`src/rtl/mod_n_up_counter_pkg.sv`:
```
// Shared definitions for the modulo-N up counter: run-control state encoding.
// The encoding matches the down-counter family so state probes read the same.
package mod_n_up_counter_pkg;

   typedef enum logic [1:0] {
      ST_IDLE = 2'd0,
      ST_RUN  = 2'd1,
      ST_DONE = 2'd2
   } state_e;

endpackage

```
`src/rtl/mod_n_up_counter_core.sv`:
```
// BIT-wide count register with load/clear/increment controls and async reset.
// Control priority is load, then clear, then increment; otherwise the count holds.
module mod_n_up_counter_core #(
   parameter int BIT = 4
) (
   input  logic           clk,
   input  logic           reset_n,
   input  logic           clr_i,
   input  logic           ld_i,
   input  logic [BIT-1:0] ld_val_i,
   input  logic           inc_i,
   output logic [BIT-1:0] count_o
);

   logic [BIT-1:0] count_q;
   logic [BIT-1:0] count_d;

   // NOTE: every variable assigned in always_comb gets a default first, so no latch is inferred.
   always_comb begin
      count_d = count_q;
      if (ld_i) begin
         count_d = ld_val_i;
      end else if (clr_i) begin
         count_d = '0;
      end else if (inc_i) begin
         count_d = count_q + BIT'(1);
      end
   end

   // NOTE: sequential state uses non-blocking assignments only, so all registers update together.
   always_ff @(posedge clk or negedge reset_n) begin
      if (!reset_n) begin
         count_q <= '0;
      end else begin
         count_q <= count_d;
      end
   end

   assign count_o = count_q;

endmodule

```
`src/rtl/mod_n_up_counter.sv`:
```
// Programmable modulo-N up counter: run-control FSM, terminal compare and tc register.
// Continuous mode wraps and pulses tc; one-shot mode parks at max_val in DONE.
module mod_n_up_counter
   import mod_n_up_counter_pkg::*;
#(
   parameter int BIT = 4
) (
   input  logic           clk,
   input  logic           reset_n,
   input  logic           start,
   input  logic           stop,
   input  logic           oneshot,
   input  logic           load,
   input  logic [BIT-1:0] load_val,
   input  logic [BIT-1:0] max_val,
   output logic [BIT-1:0] count,
   output logic           tc,
   output logic           busy,
   output logic           done
);

   state_e         state_q;
   state_e         state_d;
   logic           tc_q;
   logic           tc_d;
   logic           clr;
   logic           inc;
   logic           term;
   logic [BIT-1:0] load_clamped;

   // >= rather than == so a lowered max_val never lets the count run out of range.
   assign term         = (count >= max_val);
   assign load_clamped = (load_val > max_val) ? max_val : load_val;

   always_comb begin
      state_d = state_q;
      tc_d    = 1'b0;
      clr     = 1'b0;
      inc     = 1'b0;
      unique case (state_q)
         ST_IDLE: begin
            if (start && !stop) state_d = ST_RUN;
         end
         ST_RUN: begin
            if (stop) begin
               state_d = ST_IDLE;
            end else if (!load) begin
               // A load edge replaces the count action, so no terminal event on it.
               if (term) begin
                  tc_d = 1'b1;
                  if (oneshot) state_d = ST_DONE;
                  else         clr     = 1'b1;
               end else begin
                  inc = 1'b1;
               end
            end
         end
         ST_DONE: begin
            if (stop) begin
               state_d = ST_IDLE;
            end else if (start) begin
               state_d = ST_RUN;
               clr     = !load;
            end
         end
         default: state_d = ST_IDLE;
      endcase
   end

   always_ff @(posedge clk or negedge reset_n) begin
      if (!reset_n) begin
         state_q <= ST_IDLE;
         tc_q    <= 1'b0;
      end else begin
         state_q <= state_d;
         tc_q    <= tc_d;
      end
   end

   mod_n_up_counter_core #(.BIT(BIT)) u_core (
      .clk      (clk),
      .reset_n  (reset_n),
      .clr_i    (clr),
      .ld_i     (load),
      .ld_val_i (load_clamped),
      .inc_i    (inc),
      .count_o  (count)
   );

   assign tc   = tc_q;
   assign busy = (state_q == ST_RUN);
   assign done = (state_q == ST_DONE);

endmodule

```
`config.mk`:
```
export PLATFORM = sky130hd
export DESIGN_NAME = mod_n_up_counter
export DESIGN_NICKNAME = d
export VERILOG_FILES = /design/src/rtl/mod_n_up_counter_pkg.sv /design/src/rtl/mod_n_up_counter_core.sv /design/src/rtl/mod_n_up_counter.sv
export SDC_FILE = /design/constraint.sdc
export NUM_CORES = 1
export LEC_CHECK = 0
export BUFFER_PORTS_ARGS = -buffer_cell sky130_fd_sc_hd__buf_2
export CAP_MARGIN = 30
export CORE_UTILIZATION = 47
export CTS_CLUSTER_DIAMETER = 50
export DETAILED_ROUTE_END_ITERATION = 8
export GPL_TIMING_DRIVEN = 0
export PLACE_DENSITY = 0.75
export SLEW_MARGIN = 20
export SYNTH_ARGS = -nofsm -noshare
export SYNTH_HDL_FRONTEND = slang
export SYNTH_HIERARCHICAL = 1
export SYNTH_SLANG_ARGS = --single-unit
```
`constraint.sdc`:
```
create_clock -name clk -period 2.9 [get_ports clk]
set_clock_uncertainty 0.1 [all_clocks]
set_input_delay 0 -clock clk [delete_from_list [all_inputs] [get_ports clk]]
set_output_delay 0 -clock clk [all_outputs]
set_load 0.05 [all_outputs]
```
### After elaboration in Yosys (flattened, before gate mapping)

Index checks and enable logic that the tools add are counted.

| word-level totals | value |
|---|---|
| flip-flop bits (word level) | 7 |
| latch bits | 0 |
| RAM bits | 0 |
| ROM bits | 0 |
| input bits | 14 |
| output and inout bits | 7 |
| logic and storage cells | 46 |
| memories kept | 0 |

| cells by class | value |
|---|---|
| add/subtract/negate cells | 1 |
| $mul | 0 |
| div/mod/pow operators | 0 |
| order comparisons | 2 |
| equal/unequal tests | 7 |
| shift operators | 0 |
| multiplexer cells | 27 |
| bitwise logic cells | 0 |
| reductions and logical operators | 6 |

Operators by type and width:

| cell | count |
|---|---|
| 4-bit two-way mux | 4 |
| 1-bit two-way mux | 14 |
| 2-bit two-way mux | 7 |
| 3-bit != test, second input constant | 3 |
| 2-bit case mux with 3 select lines | 1 |
| 5-bit AND reduction | 1 |
| 4-bit by 1-bit adder with 4-bit output, second input constant | 1 |
| 4-bit >= comparator | 1 |
| 4-bit greater-than comparator | 1 |
| 3-bit by 2-bit != test with 1-bit output, second input constant | 1 |
| 3-bit nonzero test | 1 |
| 2-bit by 1-bit == test with 1-bit output, second input constant | 1 |
| 2-bit == test, second input constant | 1 |
| 1-bit logical NOT | 2 |
| 2-bit logical NOT | 1 |
| 2-bit != test, second input constant | 1 |
| 1-bit case mux with 2 select lines | 1 |
| 1-bit logical AND | 1 |

### Depth between registers and ports, before layout

Gate-level depths: netlist of run 1.

| logic depth | value |
|---|---|
| depth after elaboration | 8 |
| mapped depth | 9 |
| gate-level depth less buffers | 9 |

### Modules after synthesis

Netlist of run 1, hierarchy kept.

Modules (own cells, without submodules):

| module | instances | cells each | area each (um2) | seq. area each (um2) |
|---|---|---|---|---|
| mod_n_up_counter | 1 | 71 | 574.3 | 75.1 |
| mod_n_up_counter_core | 1 | 16 | 198.9 | 100.1 |

### Least setup slack after synthesis of run 1

No wires, ideal clock.

| timing | value |
|---|---|
| path type | reg2reg |
| start point | register u_core.count_q[0], in the netlist u_core/count_o[0] |
| end point | register u_core.count_q[1], in the netlist u_core/count_o[1] |
| library setup time | 0.121 ns |
| arrival time | 2.464 ns |
| data required time | 2.679 ns |
| setup slack | 0.215 ns |
| stages on the path, launching flop included | 9 |
| path buffers | 0 |
| clock period less this slack | 2.685 ns |
| cells stage by stage | dfrtp_1 > inv_1 > ha_1 > or3b_1 > o2111ai_1 > nand2_1 > nor3_1 > mux2_1 > a22o_1 |

| on the way | value |
|---|---|
| elaborated cells between the ends (all ways) | 14 |
| classes of those cells | 1 x add/sub; 1 x order compare; 11 x mux; 1 x reduce/logical |

RTL lines:

| what | line | text |
|---|---|---|
| start: declaration | mod_n_up_counter_core.sv:15 | `logic [BIT-1:0] count_q;` |
| start signal: assignment | mod_n_up_counter_core.sv:35 | `count_q <= count_d;` |
| 4-bit >= comparator | mod_n_up_counter.sv:32 | `assign term = (count >= max_val);` |
| 1-bit two-way mux | mod_n_up_counter.sv:49 | `if (term) begin` |
| 1-bit two-way mux | mod_n_up_counter.sv:47 | `end else if (!load) begin` |
| 1-bit two-way mux | mod_n_up_counter.sv:45 | `if (stop) begin` |
| 1-bit two-way mux | mod_n_up_counter.sv:40 | `unique case (state_q)` |
| via inc | mod_n_up_counter.sv:27 | `logic inc;` |
| 3-bit nonzero test (no source line) | - |  |

The timed path passes the listed nets, and every way through them passes these cells. The select of a mux whose other input is x is not followed.
A chain may end at the register's enable or synchronous reset.

### Worst setup path in the final report of run 1

Ends and elaborated chain as after synthesis.

==> results.md, run 1 <==
Status:
- The flow ran to the end, and the final reports show no timing, DRC or antenna violations.

Layout:
- At the end of the flow, the number of nets in the layout was 141.
- The diode insertion count for antenna repair is 0.
- The post-synthesis to final-layout area growth is 21.5%.
- The fill cell instance count of the final layout is 127.
- The fraction of final layout cells with drive strength greater than 1 is a little under a quarter.
- The finished layout holds between 100 and 150 standard cells, fillers aside.
- In the final layout, flip-flops and latches occupy 175 um^2.
- The area occupied by multi-input gates is ~540 um^2.
- Once layout is complete, the utilization of the core stands at between 60% and 70%.

Worst setup path:
- The number of buffers and inverters on the critical path is 1.
- Traced cell by cell, the critical path runs through inv_1 -> ha_1 -> or3b_1 -> o2111ai_1 -> nand2_1 -> nor3_1 -> mux2_1 -> a22o_1.
- STA puts the critical path data required time at 2930 ps.
- The worst-path maximum fanout is 5.
- STA classifies the critical path startpoint as a register.
- On the worst path, the slowest cell contributes a delay of roughly 430 ps.
- The worst setup path category is reg -> reg.
- The slowest cell on the critical path is sky130_fd_sc_hd__nor3_1.
- The worst setup path is captured at a register.
- The kind of cell adding the most delay to the critical path is simple AND/OR/NAND/NOR gates.
- For the worst setup path, the data arrival time is 2570 ps.

Global routing:
- The global routing stage identified its most utilized layer as met1.
- For this run the aggregate overflow at the end of global routing stands at 0.
- Global routing used 19.0% of the available tracks.
- The number of antenna violations at the first check in global routing is 0.
- The global routing met1 resource utilization is between 20% and 30%.
- The first-pass GRT wire length is 2.62 mm.
- The number of global-route vias before repair is 614.
- The met2 track demand over resource in global routing is between 20% and 30%.
- Entering global routing, the biggest net connects 11 pins.
- For met3 alone, demand over resource in global routing was 6.90%.

Pwr:
- The internal power of the cells totals 0.325 mW.
- Combinational cells account for roughly three fifths of the total power.
- The static leakage is 0.498 nW.
- The clock network fraction of design power is between 10% and 20%.
- The worst-case IR drop observed on VDD is about 0.00047 V.
- The power per standard cell area is 658 nW/um^2.
- The analysis attributes to net switching a power of 0.294 mW.
- Net switching is 47.5% of the power.
- The register share of total power is 24.9%.

Synthesis:
- After synthesis, the largest area contributor takes up 22.7% of total cell area.
- The number of cells produced by synthesis is 87.
- After synthesis, flip-flops and latches occupy 22.7% of the total area.
- Counting distinct cell types in the post-synthesis netlist gives 33.
- Counting flops with an async set or reset pin after synthesis yields a share of 100%.
- In this run, synthesis produced a sequential element count of 7.
- Ranked by instance count, the synthesized netlist is headed by 13 x sky130_fd_sc_hd__ha_1, 12 x sky130_fd_sc_hd__inv_1, 7 x sky130_fd_sc_hd__dfrtp_1, 5 x sky130_fd_sc_hd__nor2_1, 5 x sky130_fd_sc_hd__o2111ai_1.
- sky130_fd_sc_hd__ha_1 is the most common cell in the netlist.
- The post-synth design cell area is 773 um^2.
- The number of nets handed over by synthesis was 114.
- Yosys attributes the largest share of cell area to sky130_fd_sc_hd__dfrtp_1 23%, sky130_fd_sc_hd__ha_1 21%, sky130_fd_sc_hd__inv_1 5.8%.
- The mean area per synthesized cell is 8.89 um^2.
- The synthesized design contains 0 enable-type register cells.
- The number of synthesis warnings is 6.
- The library cell occupying the most area in the post-synthesis netlist is sky130_fd_sc_hd__dfrtp_1.
- In the synthesized netlist the dominant register cell turns out to be sky130_fd_sc_hd__dfrtp_1.

Floorplanning:
- The floorplan step set the die height to approximately 43 um.
- In this run the core area contains 14 standard-cell rows.
- The initial utilization of the core area, before any placement, comes to 50.7%.
- The number of I/O pins is 21.
- The core region is 1520 um^2.
- The die covers around 1800 um^2.
- The width of the chip is 42.6 um.

STA:
- The final-report hold violation count is 0.
- Adding up every negative setup slack in the final design gives 0 ps.
- The final period demand of the worst path is 2540 ps.
- The actual transition at the worst max-transition pin is 487 ps.
- The worst pin sits at a relative slew slack of 67.3%.
- Setup violations remaining at the end of the flow were counted as 0.
- The worst path uses 87.5% of the clock period.
- Setup repair after global routing left no endpoint under its margin.
- The highest attainable clock frequency is 394 MHz.
- The max-slew violation total from the final report is 0.

Detailed routing:
- For this block, the initial DRC count from the detailed router was 12.
- For this run, the detailed router's first-pass iteration total came to 5.
- The final wirelength is 1.60 mm.
- The post-detailed-route via-to-cell ratio is approximately 5.7.
- The via count is 736.
- The number of design rule violations left after detail routing is 0.
- The antenna violation net count after detailed routing is 0.
- The per-cell routed wire length is 12.4 um.

Clock network:
- The post-CTS clock slew at the launch and capture registers of the worst setup and hold paths is 50 ps.
- The number of H-tree levels is 1.
- Once the clock tree was built, the setup fixing pass inserted 0 buffers.
- The clock latency on the worst-skew pair is 240 ps.
- In this run the deepest clock path goes through 2 buffers.
- The number of buffers created by CTS is 3.
- The library cell used as clock root buffer is sky130_fd_sc_hd__clkbuf_4.
- The number of sinks handled by clock tree synthesis is 7.
- TritonCTS built the clock tree.

Flow run:
- The tool flagged a number of max-cap violations equal to 0.

Placed design:
- Once detailed placement completed, the half-perimeter wirelength came to roughly 1.3 mm.
- The global placement routability congestion is 0.826.
- The instance count after placement with tap cells included is 123.
- The count of buffers added on input and output ports is 20.

Hold path:
- In this run the worst hold path is classified as in -> async.
==> power groups by stage <==
stage	clock network (mW)	logic (mW)	registers [mW]
after global placement	0	0.370	0.155
after detailed placement	0	0.375	0.157
after CTS	0.0868	0.381	0.155
after global routing	0.0953	0.417	0.158
final	0.0833	0.381	0.154
after floorplan	0	0.255	0.196
==> area by class of cell <==
cell class / count / share of cell area, %
clock buffer: 4 / 2.80
multi-input combinational: 66 / 57.9
tap: 16 / 2.13
buffer: 2 / 0.932
timing repair buffer: 22 / 12.8
sequential: 7 / 18.6
inverter: 12 / 4.79
==> stage by stage <==
step / area, um^2 / worst slack (ps) / total power, mW / hold slack [ps]
3_3_place_gp: 893 / 399 / 0.524 / -262
5_1_grt: 940 / 218 / 0.671 / 27.4
3_5_place_dp: 893 / 366 / 0.532 / -261
6_report: 940 / 362 / 0.619 / 29.0
4_1_cts: 940 / 349 / 0.622 / 11.7
2_1_floorplan: 773 / 215 / 0.451 / -396
==> cells in the final DEF (no fill, tap or decap), types with 2 or more instances in the layout <==
cell	count
sky130_fd_sc_hd__buf_2	21
sky130_fd_sc_hd__ha_1	13
sky130_fd_sc_hd__inv_1	12
sky130_fd_sc_hd__dfrtp_1	7
sky130_fd_sc_hd__o2111ai_1	5
sky130_fd_sc_hd__nor2_1	5
sky130_fd_sc_hd__nand2_1	4
sky130_fd_sc_hd__a22o_1	4
sky130_fd_sc_hd__a21oi_1	3
sky130_fd_sc_hd__a31oi_1	3
sky130_fd_sc_hd__o311ai_0	3
sky130_fd_sc_hd__clkbuf_4	3
sky130_fd_sc_hd__nor2b_1	2
sky130_fd_sc_hd__and4_1	2
sky130_fd_sc_hd__clkbuf_1	2
sky130_fd_sc_hd__nand4_1	2
sky130_fd_sc_hd__and3_1	2
sky130_fd_sc_hd__dlygate4sd3_1	2
sky130_fd_sc_hd__xnor2_1	2
==> flip-flops by register name, indices dropped and copies added (netlist names) <==
| name | count |
|---|---|
| state_q | 2 |
| tc | 1 |
| u_core/count_o | 4 |
==> metal layers <==
metal	part of all wire (%)	wire length (um)	vias to the layer above
li1	-	-	383
met1	54	867	338
met2	41	659	15
met3	4.3	69	0
met4	0	0	0
met5	0	0	-
==> what timing repair did <==
item                                   in CTS  in global routing
endpoints found under the hold margin      10                  0
resized for setup                           0                  0
hold buffers                                2                  0
==> cells by family (layout without fill, tap and decap cells) <==
group           count (synthesis)  in the layout  synth area share, %
xor+xnor                        3              3                 3.40
flops                           7              7                 22.7
simple gates                   22             22                 15.9
mux                             3              3                 4.69
fa+ha+maj                      13             13                 21.0
compound gates                 25             25                 25.4
buf+inv                        14             40                 6.96
==> path summary, 6_finish.rpt <==
path	start	to	slack (ps)	cells after the start
max in group asynchronous	reset_n	u_core/count_o[1]	2520	2
worst max register to register	u_core/count_o[0]	u_core/count_o[1]	360	8
min in group clk	stop	tc	60	3
worst min register to register	state_q[1]	state_q[1]	490	1
worst min-delay path	reset_n	u_core/count_o[3]	30	2
worst max-delay path	u_core/count_o[0]	u_core/count_o[1]	360	8
Note: power is estimated with default switching activity, not from simulation.
==> run 2: changes to the inputs <==
Settings changed: SETUP_SLACK_MARGIN set to 0.4.
==> run 2 against run 1 <==
Non-clock buffer count stayed put. Clock power is 2% lower. Sequential power hardly changed. Maximum frequency is 8.5% higher. Count of clock-buffer cells in the layout stayed put. Register-to-register slack better by 200 ps. Hold slack worse by 6.1 ps. Highest routed layer unchanged. Final area is 1.3% higher. Largest cell class unchanged.
==> results.md, run 2 (synthesis gave the netlist of run 1 again) <==
Status:
- The flow ran to the end, and the final reports show no timing, DRC or antenna violations.

Layout:
- The fraction of final layout cells with drive strength greater than 1 is 24.8%.
- The number of nets in the finished design is 141.
- The final instance count without filler cells is 129.
- The most frequent standard cell in the layout excluding fill and tap cells is sky130_fd_sc_hd__buf_2.
- The diode insertion count for antenna repair is 0.
- The flip-flop count of the largest register, all copies and words added is 4.
- From synthesis to final layout, the design area changed by 23.1%.
- Fill cells in the final layout number 134.
- In the layout the commonest cells are 21 x sky130_fd_sc_hd__buf_2, 13 x sky130_fd_sc_hd__ha_1, 12 x sky130_fd_sc_hd__inv_1, 6 x sky130_fd_sc_hd__dfrtp_1.

Detailed routing:
- The pre-antenna-repair detailed-routing pass consisted of 4 iterations.
- The first routing iteration left 10 violations.
- In the final routed layout, each cell accounts on average for 13.2 um.
- Detailed routing inserted a total of approximately 750 vias.
- For this block, the routed nets add up to between 1.5 and 2 mm of wire.
- In this run the remaining antenna-violating nets after routing total 0.
- After detailed routing, the number of remaining DRC violations is 0.
- The post-detailed-route via-to-cell ratio is 5.82.

Clock network:
- After clock tree synthesis, the setup repair step added 0 buffers.
- The number of buffers created by CTS is 3.
- The number of H-tree levels is 1.
- The tree is rooted in a sky130_fd_sc_hd__clkbuf_4.
- The post-CTS clock slew at the launch and capture registers of the worst setup and hold paths is 50 ps.
- The tree built by TritonCTS fans out to 7 sinks.
- The deepest clock path buffer count is 2.
- The clock latency on the worst-skew pair is 240 ps.
- TritonCTS built the clock tree.

Pwr:
- The worst vdd rail ir drop is 0.000410 V.
- Power spread over the standard cell area amounts to 658 nW/um^2.
- The analysis attributes to cell leakage a power of around 0.50 nW.

Floorplanning:
- The number of I/O pins is 21.
- The placeable core area is roughly 1500 um^2.
- From left edge to right edge, the die measures 42.6 um.
- The starting density of the core is 50.7%.
- The row count is 14.
- The floorplan step defined a die boundary enclosing 1810 um^2.
- In this run the vertical extent of the chip is 42.6 um.

STA:
- The highest attainable clock frequency is around 430 MHz.
- The relative slew slack is 73.1%.
- The post-route fraction of the period consumed by the critical path is around four fifths.
- The final period demand of the worst path is 2340 ps.
- The worst hold slack is ~23 ps.
- Setup violations remaining at the end of the flow were counted as 0.
- The max-slew violation total from the final report is 0.
- The final-report hold violation count is 0.
- Setup repair after global routing left no endpoint under its margin.
- Summed over all failing endpoints, the final setup total negative slack is 0 ps.
- The actual transition at the worst max-transition pin is 398 ps.

Worst setup path:
- The endpoint class of the critical path is a register.
- The worst setup path is of the reg -> reg kind.
- For the worst setup path, the data required time is 2920 ps.
- The worst-path maximum fanout is 5.
- STA puts the critical path data arrival time at 2360 ps.
- STA classifies the critical path startpoint as a register.

Placed design:
- The global placement routability congestion is 0.853.
- Once detailed placement completed, the half-perimeter wirelength came to between 1 and 1.5 mm.
- The instance count after placement with tap cells included is 123.
- The count of port buffers added during placement is 20.

Flow run:
- The tool flagged a number of max-cap violations equal to 0.

Global routing:
- The pin count of the biggest net entering global routing is 11.
- The number of global-route vias before repair came to ~700.
- The global routing usage summed across all routing layers is 21.0%.
- The total overflow left after global routing is 0.
- The number of antenna violations at the first check in global routing is 0.
- The first global-routing pass estimated around 2.9 mm of wire.

Hold path:
- In this run the worst hold path is classified as in -> async.
==> run 2: cell counts in the layout (fill, tap and decap cells not counted) <==
Identical to the previous run, type by type.
==> run 2: metrics by stage <==
step / setup slack, ps / instance area (um^2) / power [mW] / util (%)
after floorplan: 460 / 779 / 0.454 / -
after global placement: 497 / 900 / 0.528 / 59.0
after detailed placement: 498 / 900 / 0.538 / 59.0
after CTS: 488 / 946 / 0.628 / 62.1
after global routing: 424 / 952 / 0.678 / 62.5
final: 560 / 952 / 0.627 / 62.5
==> run 2: final cells by class <==
class	instances	area [um^2]	area share, %
multi-input combinational	66	556	58.3
sequential	7	176	18.5
timing repair buffer	22	120	12.6
inverter	12	45.0	4.73
clock buffer	4	26.3	2.76
tap	16	20.0	2.10
buffer	2	8.76	0.920
==> run 2: metal layers <==
metal	GRT usage [%]	wire, um	share of wire (%)
met5	0	0	0
met4	10.0	0	0
met3	4.31	120	7.1
met2	35.4	841	49
met1	25.2	737	43
==> run 2: worst max-delay path, cell delays in order (launching register included) <==
cell,delay [ps]
sky130_fd_sc_hd__dfrtp_2,430
sky130_fd_sc_hd__inv_1,70
sky130_fd_sc_hd__ha_1,210
sky130_fd_sc_hd__or3b_1,350
sky130_fd_sc_hd__o2111ai_1,170
sky130_fd_sc_hd__nand2_1,150
sky130_fd_sc_hd__nor3_4,220
sky130_fd_sc_hd__mux2_1,350
sky130_fd_sc_hd__a22o_1,190
==> run 2: path summary, 6_finish.rpt <==
kind                            depth (start not counted)  slack, ps                end         startpoint
min in group clk                                        4         60         state_q[0]               stop
worst max register to register                          8        560  u_core/count_o[1]  u_core/count_o[0]
worst min register to register                          1        480         state_q[1]         state_q[1]
worst max-delay path                                    8        560  u_core/count_o[1]  u_core/count_o[0]
worst min-delay path                                    2         20         state_q[1]            reset_n
max in group asynchronous                               2       2510  u_core/count_o[0]            reset_n
==> run 2: power by group <==
| group | internal [mW] | switching [mW] | leakage (nW) |
|---|---|---|---|
| combinational | 0.149 | 0.242 | 0.399 |
| clock | 0.0521 | 0.0298 | 0.0150 |
| sequential | 0.127 | 0.0272 | 0.0871 |
==> run 2: what timing repair did <==
item | 4_1_cts | 5_1_grt
endpoints found under the hold margin | 8 | 0
hold buffers | 2 | 0
resized for setup | 0 | 1
setup endpoints to repair | 0 | 3
